File: src/rtl/color_cmd_decoder_pkg.sv
// Shared definitions for the color command decoder: opcodes, nibble addresses,
// FSM states and small helpers.
package color_cmd_decoder_pkg;

  typedef enum logic [1:0] {
    OP_RSVD  = 2'b00,
    OP_WRITE = 2'b01,
    OP_NEXT  = 2'b10,
    OP_RGB   = 2'b11
  } op_e;

  localparam logic [3:0] ADDR_R_HI = 4'd3;
  localparam logic [3:0] ADDR_R_LO = 4'd4;
  localparam logic [3:0] ADDR_G_HI = 4'd5;
  localparam logic [3:0] ADDR_G_LO = 4'd6;
  localparam logic [3:0] ADDR_B_HI = 4'd7;
  localparam logic [3:0] ADDR_B_LO = 4'd8;
  localparam logic [3:0] ADDR_MIN  = ADDR_R_HI;
  localparam logic [3:0] ADDR_MAX  = ADDR_B_LO;

  typedef enum logic [2:0] {
    S_IDLE,
    S_GET_DATA,
    S_GET_RGB,
    S_ISSUE,
    S_RELEASE,
    S_PULSE
  } state_e;

  function automatic int max3(input int a, input int b, input int c);
    int m;
    m = (a > b) ? a : b;
    return (m > c) ? m : c;
  endfunction

  // Nibble k of the {R,G,B} buffer, most significant nibble first.
  function automatic logic [3:0] nibble_at(input logic [23:0] b, input logic [2:0] k);
    case (k)
      3'd0:    return b[23:20];
      3'd1:    return b[19:16];
      3'd2:    return b[15:12];
      3'd3:    return b[11:8];
      3'd4:    return b[7:4];
      default: return b[3:0];
    endcase
  endfunction

endpackage

File: src/rtl/color_cmd_decoder_if.sv
// Byte input, regfile write handshake and status signals of the color command decoder.
interface color_cmd_decoder_if;
  logic [7:0] rx_data;
  logic       rx_valid;
  logic       ack;
  logic [1:0] channel;
  logic [3:0] address;
  logic [3:0] data;
  logic       valid;
  logic       color_next;
  logic       busy;
  logic       err;

  modport master (
    input  rx_data, rx_valid, ack,
    output channel, address, data, valid, color_next, busy, err
  );

  modport slave (
    output rx_data, rx_valid, ack,
    input  channel, address, data, valid, color_next, busy, err
  );
endinterface

File: src/rtl/color_cmd_decoder.sv
// Parses UART command bytes into 4-phase nibble writes and color_next pulses
// for color_regfile. One FSM with a single shared timeout/pulse counter.
module color_cmd_decoder
  import color_cmd_decoder_pkg::*;
#(
  parameter int ACK_TIMEOUT   = 64,
  parameter int FRAME_TIMEOUT = 1000000,
  parameter int NEXT_PULSE    = 4
) (
  input  logic            clk,
  input  logic            rst,
  color_cmd_decoder_if.master bus
);

  localparam int CNT_MAX = max3(ACK_TIMEOUT, FRAME_TIMEOUT, NEXT_PULSE);
  localparam int CNT_W   = $clog2(CNT_MAX + 1);

  state_e           state_q, state_d;
  logic [23:0]      byte_buf_q, byte_buf_d;
  logic [2:0]       idx_q, idx_d;
  logic             is_write_q, is_write_d;
  logic [1:0]       ch_q, ch_d;
  logic [3:0]       addr_q, addr_d;
  logic [3:0]       data_q, data_d;
  logic             err_q, err_d;
  logic [CNT_W-1:0] cnt_q;
  logic             cnt_clr;

  op_e  op;
  logic rsvd_ok;
  logic frame_exp, ack_exp, pulse_done;

  assign op         = op_e'(bus.rx_data[7:6]);
  assign rsvd_ok    = (bus.rx_data[5:2] == 4'h0);
  assign frame_exp  = (cnt_q == CNT_W'(FRAME_TIMEOUT - 1));
  assign ack_exp    = (cnt_q == CNT_W'(ACK_TIMEOUT - 1));
  assign pulse_done = (cnt_q == CNT_W'(NEXT_PULSE - 1));

  // NOTE: every signal gets its default before the case; a path that leaves one
  // unassigned would otherwise infer a latch.
  always_comb begin
    state_d    = state_q;
    byte_buf_d = byte_buf_q;
    idx_d      = idx_q;
    is_write_d = is_write_q;
    ch_d       = ch_q;
    addr_d     = addr_q;
    data_d     = data_q;
    err_d      = 1'b0;
    cnt_clr    = 1'b0;

    case (state_q)
      S_IDLE: begin
        if (bus.rx_valid) begin
          case (op)
            OP_WRITE: begin
              ch_d            = bus.rx_data[5:4];
              byte_buf_d[3:0] = bus.rx_data[3:0];
              is_write_d      = 1'b1;
              state_d         = S_GET_DATA;
            end
            OP_NEXT: begin
              if (rsvd_ok) begin
                ch_d    = bus.rx_data[1:0];
                state_d = S_PULSE;
              end else begin
                err_d = 1'b1;
              end
            end
            OP_RGB: begin
              if (rsvd_ok) begin
                ch_d       = bus.rx_data[1:0];
                idx_d      = 3'd0;
                is_write_d = 1'b0;
                state_d    = S_GET_RGB;
              end else begin
                err_d = 1'b1;
              end
            end
            default: err_d = 1'b1;
          endcase
        end
      end

      // Address is validated together with the data byte so a bad WRITE costs one err.
      S_GET_DATA: begin
        if (bus.rx_valid) begin
          if (bus.rx_data[7:4] == 4'h0 && byte_buf_q[3:0] >= ADDR_MIN &&
              byte_buf_q[3:0] <= ADDR_MAX) begin
            addr_d  = byte_buf_q[3:0];
            data_d  = bus.rx_data[3:0];
            state_d = S_ISSUE;
          end else begin
            err_d   = 1'b1;
            state_d = S_IDLE;
          end
        end else if (frame_exp) begin
          err_d   = 1'b1;
          state_d = S_IDLE;
        end
      end

      S_GET_RGB: begin
        if (bus.rx_valid) begin
          byte_buf_d = {byte_buf_q[15:0], bus.rx_data};
          cnt_clr    = 1'b1;
          if (idx_q == 3'd2) begin
            idx_d   = 3'd0;
            addr_d  = ADDR_MIN;
            data_d  = byte_buf_d[23:20];
            state_d = S_ISSUE;
          end else begin
            idx_d = idx_q + 3'd1;
          end
        end else if (frame_exp) begin
          err_d   = 1'b1;
          state_d = S_IDLE;
        end
      end

      S_ISSUE: begin
        if (bus.rx_valid) err_d = 1'b1;
        if (bus.ack) begin
          state_d = S_RELEASE;
        end else if (ack_exp) begin
          err_d   = 1'b1;
          state_d = S_IDLE;
        end
      end

      S_RELEASE: begin
        if (bus.rx_valid) err_d = 1'b1;
        if (!bus.ack) begin
          if (is_write_q || idx_q == 3'd5) begin
            state_d = S_IDLE;
          end else begin
            idx_d   = idx_q + 3'd1;
            addr_d  = ADDR_MIN + 4'(idx_q) + 4'd1;
            data_d  = nibble_at(byte_buf_q, idx_q + 3'd1);
            state_d = S_ISSUE;
          end
        end else if (ack_exp) begin
          err_d   = 1'b1;
          state_d = S_IDLE;
        end
      end

      S_PULSE: begin
        if (bus.rx_valid) err_d = 1'b1;
        if (pulse_done) state_d = S_IDLE;
      end

      default: state_d = S_IDLE;
    endcase
  end

  // NOTE: state registers use non-blocking assignments so every flop samples
  // the pre-edge values regardless of block evaluation order.
  always_ff @(posedge clk or posedge rst) begin
    if (rst) begin
      state_q    <= S_IDLE;
      byte_buf_q <= '0;
      idx_q      <= '0;
      is_write_q <= 1'b0;
      ch_q       <= '0;
      addr_q     <= '0;
      data_q     <= '0;
      err_q      <= 1'b0;
      cnt_q      <= '0;
    end else begin
      state_q    <= state_d;
      byte_buf_q <= byte_buf_d;
      idx_q      <= idx_d;
      is_write_q <= is_write_d;
      ch_q       <= ch_d;
      addr_q     <= addr_d;
      data_q     <= data_d;
      err_q      <= err_d;
      // Reload on every state entry and on each RGB byte; saturate otherwise.
      if (cnt_clr || state_d != state_q) cnt_q <= '0;
      else if (cnt_q != CNT_W'(CNT_MAX)) cnt_q <= cnt_q + 1'b1;
    end
  end

  assign bus.channel    = ch_q;
  assign bus.address    = addr_q;
  assign bus.data       = data_q;
  assign bus.valid      = (state_q == S_ISSUE);
  assign bus.color_next = (state_q == S_PULSE);
  assign bus.busy       = (state_q != S_IDLE);
  assign bus.err        = err_q;

endmodule

File: src/flat_wrapper.sv
// flat-port wrapper written by rule: the top's interface ports become plain ports
module color_cmd_decoder_flat import color_cmd_decoder_pkg::*;
#(
  parameter int ACK_TIMEOUT   = 64,
  parameter int FRAME_TIMEOUT = 1000000,
  parameter int NEXT_PULSE    = 4
)
  (clk, rst, bus_rx_data, bus_rx_valid, bus_ack, bus_channel, bus_address, bus_data, bus_valid, bus_color_next, bus_busy, bus_err);
  color_cmd_decoder_if bus_i ();
  input  logic clk;
  input  logic rst;
  input wire logic [$bits(bus_i.rx_data)-1:0] bus_rx_data;
  input wire logic [$bits(bus_i.rx_valid)-1:0] bus_rx_valid;
  input wire logic [$bits(bus_i.ack)-1:0] bus_ack;
  output wire logic [$bits(bus_i.channel)-1:0] bus_channel;
  output wire logic [$bits(bus_i.address)-1:0] bus_address;
  output wire logic [$bits(bus_i.data)-1:0] bus_data;
  output wire logic [$bits(bus_i.valid)-1:0] bus_valid;
  output wire logic [$bits(bus_i.color_next)-1:0] bus_color_next;
  output wire logic [$bits(bus_i.busy)-1:0] bus_busy;
  output wire logic [$bits(bus_i.err)-1:0] bus_err;
  assign bus_i.rx_data = bus_rx_data;
  assign bus_i.rx_valid = bus_rx_valid;
  assign bus_i.ack = bus_ack;
  assign bus_channel = bus_i.channel;
  assign bus_address = bus_i.address;
  assign bus_data = bus_i.data;
  assign bus_valid = bus_i.valid;
  assign bus_color_next = bus_i.color_next;
  assign bus_busy = bus_i.busy;
  assign bus_err = bus_i.err;
  color_cmd_decoder #(.ACK_TIMEOUT(ACK_TIMEOUT), .FRAME_TIMEOUT(FRAME_TIMEOUT), .NEXT_PULSE(NEXT_PULSE)) u_core (.clk(clk), .rst(rst), .bus(bus_i));
endmodule
File: config.mk
export PLATFORM = sky130hd
export DESIGN_NAME = color_cmd_decoder_flat
export DESIGN_NICKNAME = d
export VERILOG_FILES = /design/src/rtl/color_cmd_decoder_pkg.sv /design/src/rtl/color_cmd_decoder_if.sv /design/src/rtl/color_cmd_decoder.sv /design/src/flat_wrapper.sv
export SDC_FILE = /design/constraint.sdc
export NUM_CORES = 1
export LEC_CHECK = 0
export BUFFER_PORTS_ARGS = -buffer_cell sky130_fd_sc_hd__buf_2
export CORE_MARGIN = 3
export CORE_UTILIZATION = 55
export DETAILED_ROUTE_END_ITERATION = 10
export PLACE_DENSITY_LB_ADDON = 0.08
export SLEW_MARGIN = 20
export SYNTH_ARGS = -nofsm -noshare
export SYNTH_HDL_FRONTEND = slang
export SYNTH_SLANG_ARGS = --single-unit
File: constraint.sdc
create_clock -name clk -period 6.1 [get_ports clk]
set_input_delay 0 -clock clk [delete_from_list [all_inputs] [get_ports clk]]
set_output_delay 0 -clock clk [all_outputs]
set_load 0.02 [all_outputs]
After elaboration in Yosys (flattened, before gate mapping)
Index checks and enable logic that the tools add are counted.
{ "totals": {"ff_bits": 62, "latch_bits": 0, "ramBits": 0, "romBits": 0, "inputBits": 12, "output_inout_bits": 14, "elab_cells": 130, "mem_count": 0} }
{ "op_classes": {"addsub": 4, "mul": 0, "div": 0, "magnitude_cmp": 2, "n_eq_ne": 31, "shifts": 0, "muxes": 61, "bitwise_logic": 0, "n_reduce_logical": 22} }
{ "op_table": {"columns": ["op", "n"], "rows": [
  ["$mux W4", 15],
  ["$mux W3", 18],
  ["$mux W20", 2],
  ["$pmux W4 S3", 2],
  ["$add A20 B1 Y20 const B", 1],
  ["$eq A20 B2 Y1 const B", 1],
  ["$eq A20 B20 Y1 const B", 1],
  ["$eq A20 B6 Y1 const B", 1],
  ["$ne A20 B20 Y1 const B", 1],
  ["$pmux W4 S5", 1],
  ["$pmux W3 S3", 2],
  ["$pmux W3 S6", 1],
  ["$eq A3 B2 Y1 const B", 5],
  ["$ne A2 B2 Y1 const B", 7],
  ["$reduce_and A7 Y1", 2],
  ["$eq A3 B3 Y1 const B", 4],
  ["$mux W1", 12],
  ["$reduce_and A4 Y1", 3],
  ["$ne A2 B1 Y1 const B", 5],
  ["$reduce_bool A3 Y1", 3],
  ["$logic_not A4 Y1", 2],
  ["$pmux W4 S2", 1],
  ["$reduce_bool A2 Y1", 4],
  ["$eq A3 B1 Y1 const B", 2],
  ["17 further kinds", 24]
]} }

Longest topological paths before layout
{ "logic_depth": {"ltp_word": 9, "mapped_depth": 9, "ltp_nobuf": 8} }

Worst setup path before layout
No wires, ideal clock.
{ "synth_path": {"path_kind": "reg2reg", "start": "register u_core.idx_q[0]", "end": "register u_core.cnt_q[13]", "setup_ps": 70, "arrival_ps": 1972, "required_time_ps": 6030, "path_slack_ps": 4058, "path_stages_with_launch": 10, "path_buffers": 2, "synth_period_minus_slack_ps": 2042, "path_cell_list": "dfrtp_1 > inv_1 > ha_1 > clkbuf_1 > nor2b_1 > a32o_1 > nor4b_2 > o2111ai_2 > buf_6 > nor2_2"} }
{ "synth_via": {"elab_chain_len": 8, "elab_cells_between_ends": 12, "cone_classes": "eq/ne: 3; mux: 6; reduce/logical: 3"} }
{ "synth_lines": {"columns": ["item", "line_no", "source"], "rows": [
  ["start: declaration", "color_cmd_decoder.sv:20", "logic [2:0] idx_q, idx_d;"],
  ["start signal: assignment", "color_cmd_decoder.sv:173", "idx_q <= idx_d;"],
  ["$eq A3 B3 Y1", "color_cmd_decoder.sv:134", "if (is_write_q || idx_q == 3'd5) begin"],
  ["$logic_or A1 B1 Y1", "color_cmd_decoder.sv:134", null],
  ["$mux W2", "color_cmd_decoder.sv:134", null],
  ["$mux W3", "color_cmd_decoder.sv:133", "if (!bus.ack) begin"],
  ["$pmux W3 S6 *", "color_cmd_decoder.sv:52", "case (state_q)"],
  ["$ne A3 B3 Y1 *", "color_cmd_decoder.sv:180", "if (cnt_clr || state_d != state_q) cnt_q <= '0;"],
  ["$logic_or A1 B1 Y1 *", "color_cmd_decoder.sv:180", null],
  ["$mux W20 or $reduce_bool A2 Y1 (tied branches)", null, null],
  ["end signal: assignment", "color_cmd_decoder.sv:181", "else if (cnt_q != CNT_W'(CNT_MAX)) cnt_q <= cnt_q + 1'b1;"],
  ["end: declaration", "color_cmd_decoder.sv:26", "logic [CNT_W-1:0] cnt_q;"]
]} }
Mark *: on every way between the ends. The rest lies on a longest branch, timed or not.
A chain may end at the register's enable or synchronous reset.

Worst setup path after layout
{ "layout_path": {"start": "register u_core.state_q[0]", "end": "register u_core.data_q[1], in the netlist u_core.bus.data[1]"} }
{ "layout_via": {"elab_chain_len": 3, "elab_cells_between_ends": 12, "cone_classes": "eq/ne: 9; mux: 1; reduce/logical: 2"} }
{ "layout_lines": {"columns": ["item", "line_no", "source"], "rows": [
  ["start: declaration", "color_cmd_decoder.sv:18", "state_e state_q, state_d;"],
  ["start signal: assignment", "color_cmd_decoder.sv:171", "state_q <= state_d;"],
  ["$eq A3 B2 Y1, or another cell as far along", "color_cmd_decoder.sv:52", null],
  ["$ne A2 B1 Y1 (no line), or another cell as far along", null, null],
  ["$reduce_and A7 Y1 (no line)", null, null],
  ["end signal: assignment", "color_cmd_decoder.sv:177", "data_q <= data_d;"],
  ["end: declaration", "color_cmd_decoder.sv:24", "logic [3:0] data_q, data_d;"]
]} }
Several ways; a longest one is shown, not always the timed one.

==> flow_metrics.tcl <==
set metrics [dict create \
    grt_pass1_vias 2808 \
    grt_max_degree 63 \
    path_buf_inv 0 \
    p_leak_nw 1.85 \
    path_delay_family "simple AND/OR/NAND/NOR gates" \
    finalCriticalPeriod_ps 2610 \
    startpoint_type "register" \
    ys_top_cells_by_count "62 x dfrtp_1, 38 x nand2_1, 29 x nor2_1" \
    timing.slew.headroom_pct 39.4 \
    clk_latency_ps 350 \
    avgRoutedWirePerCell_um 17.2 \
    cts.clk_slew.worst_paths_ps 70 \
    synth_top_cell_by_area "dfrtp_1" \
    cts.sinks 62 \
    hp-class "in2reg" \
    cp_slowest_stage_delay_ps 710 \
    synthFlopType "dfrtp_1" \
    grt_overflow_total 0 \
    synth.avg_cell_area_um2 9.89 \
    nNetsFinal 424 \
    final_cells 485 \
    outcome "finished, final reports clean" \
    core_mm2 0.00642 \
    multiInputGateArea_mm2 0.00199 \
    ant_nets 0 \
    root_buffer "clkbuf_8" \
    grtUsageTotal_pct 23.8 \
    path_cells "nand2b_1, nor2_1, a32o_1, nor2_1, a221oi_1, a22o_1" \
    gp_congestion 0.957 \
    hpwl_um 6040 \
    die_x_um 87.7 \
    crit_path_max_fanout 16 \
    io-pin-count 26 \
    ctsLongestPathBuffers 2 \
    rows 29 \
    whs_ps 11.9 \
    syn-num-nets 392 \
    fillers 543 \
    synth_edf_count 0 \
    cts_inserted_buffers 9 \
    grt_pass1_wl_um 14000 \
    crit_type "reg2reg" \
    power_density_mw_per_mm2 456 \
    fin_setup_tns_ps 0 \
    die-area_mm2 0.00769 \
    drv_slew 0 \
    max-vdd-ir-drop_v 0.000251 \
    setup_viol 0 \
    ys_ff_latch 62 \
    die_y_um 87.7 \
    syn_to_final_growth_pct 13.5 \
    place_inst 461 \
    drtIter0Drc 287 \
    dr.pass1.iters 5 \
    drv_cap 0 \
    port_buffers 25 \
    cts_tree "built" \
    drt-vias-per-instance 6.10 \
    rsz0062_at_grt "false" \
    final_hold_viol_count 0 \
    required_ps 6330 \
    max_freq_ghz 0.383 \
    ys_warn_count 0 \
    path_common_cell "nor2_1" \
    worstMarginPinSlew_ps 906 \
    seq_area_mm2 0.00155 \
    ys_top_cells_by_area "dfrtp_1 42%, mux2_2 7.7%, nand2_1 3.9%, nor2_2 3.4%, ha_1 3.1%" \
    cp.arrival_ps 2840 \
    crit_path_end_kind "register" \
    fin_worst_skew_ps 5.77 \
    synth_most_common_cell "dfrtp_1" \
    slowest_stage "nor2_1" \
    synth.distinct_cells 65 \
    cts.htree.levels 3 \
    period_share_pct 42.7 \
    async_flop_share_pct 100 \
    start_util_pct 57.1 \
    syn_area_mm2 0.00367 \
    antenna_found_initial 0 \
    totalWireLength_um 8370 \
    post_cts_buffers 0 \
    vias 2959 \
    drcViolationCount 0 \
    diodes 0 \
    syn_inst 371 \
    yosysTopAreaCellShare_pct 42.3 \
    synth_seq_area_share_pct 42.3 \
    drive_above_1_share_pct 25.2 \
]
layer usage:
metal | vias to the layer above | GRT usage (%) | part of all wire, %
met5 | - | 0 | 0
met4 | 0 | 11.4 | 2.5
met3 | 21 | 5.27 | 6.9
met2 | 114 | 32.1 | 42
met1 | 1412 | 35.8 | 49
li1 | 1412 | - | -
area by class of cell:
type / count / share of cell area (%)
multi-input cells: 281 / 47.8
flip-flops and latches: 62 / 37.3
repair buffers: 36 / 5.47
clock buffers: 13 / 3.82
well taps: 77 / 2.31
clock inverters: 3 / 2.16
inverters: 13 / 1.17
where the power goes:
part | switching (mW) | internal, mW | leakage (nW) | total, mW
Sequential | 0.145 | 0.536 | 0.813 | 0.680
Combinational | 0.461 | 0.307 | 0.908 | 0.768
Clock | 0.157 | 0.294 | 0.124 | 0.451
metrics by stage:
step / power, mW / worst slack [ps] / utilization [%] / area, µm²
after global routing: 2.02 / 3320 / 64.8 / 4160
after detailed placement: 1.44 / 3560 / 59.7 / 3830
after CTS: 1.90 / 3540 / 64.8 / 4160
final: 1.90 / 3490 / 64.8 / 4160
after global placement: 1.42 / 3580 / 59.7 / 3830
after floorplan: 1.25 / 4060 / - / 3670
kinds of logic after synthesis:
kind of cell / share of synthesized area, %
muxes: 8.76
adders and majority gates: 3.07
buffers and inverters: 3.48
and+or+nand+nor: 22.0
xor gates and xnor gates: 4.53
DFF: 42.3
AOI/OAI and AO/OA: 15.9
final timing paths:
kind	startpoint	endpoint	slack [ps]	cells past startpoint
hold reg to reg	u_core.bus.data[2]	u_core.bus.data[2]	470	2
hold / removal	bus_rx_data[7]	u_core.is_write_q	10	2
setup reg to reg	u_core.state_q[0]	u_core.bus.data[1]	3490	6
setup / recovery	u_core.state_q[0]	u_core.bus.data[1]	3490	6
max in group asynchronous	rst	u_core.cnt_q[12]	5170	4
min in group asynchronous	rst	u_core.cnt_q[16]	420	4
what timing repair did:
action | in CTS | in global routing
endpoints found under the hold margin | 69 | 0
gates resized for setup | 0 | 0
hold buffers | 8 | 0
sequential cells by signal (all words and copies together) (netlist names):
name / cells
u_core.state_q: 3
u_core.bus.channel: 2
u_core.is_write_q: 1
u_core.bus.data: 4
u_core.bus.address: 4
u_core.bus.err: 1
u_core.byte_buf_q: 24
u_core.idx_q: 3
u_core.cnt_q: 20
layout by cell type (no fill, tap or decap), types with 4 or more instances in the layout:
master,n
a21oi_1,11
nand4_1,6
mux2i_1,4
nor4_1,5
nand2b_1,5
nor3_1,7
mux2_2,25
buf_2,25
ha_1,9
clkbuf_8,11
a211oi_1,4
nor2_2,20
xnor2_1,8
nand3_1,12
o22ai_1,6
dfrtp_1,62
inv_1,12
a222oi_1,4
dlygate4sd3_1,8
nor2_1,29
o21ai_0,19
xor2_1,11
nand2_1,38
(Power assumes the default switching activity.)
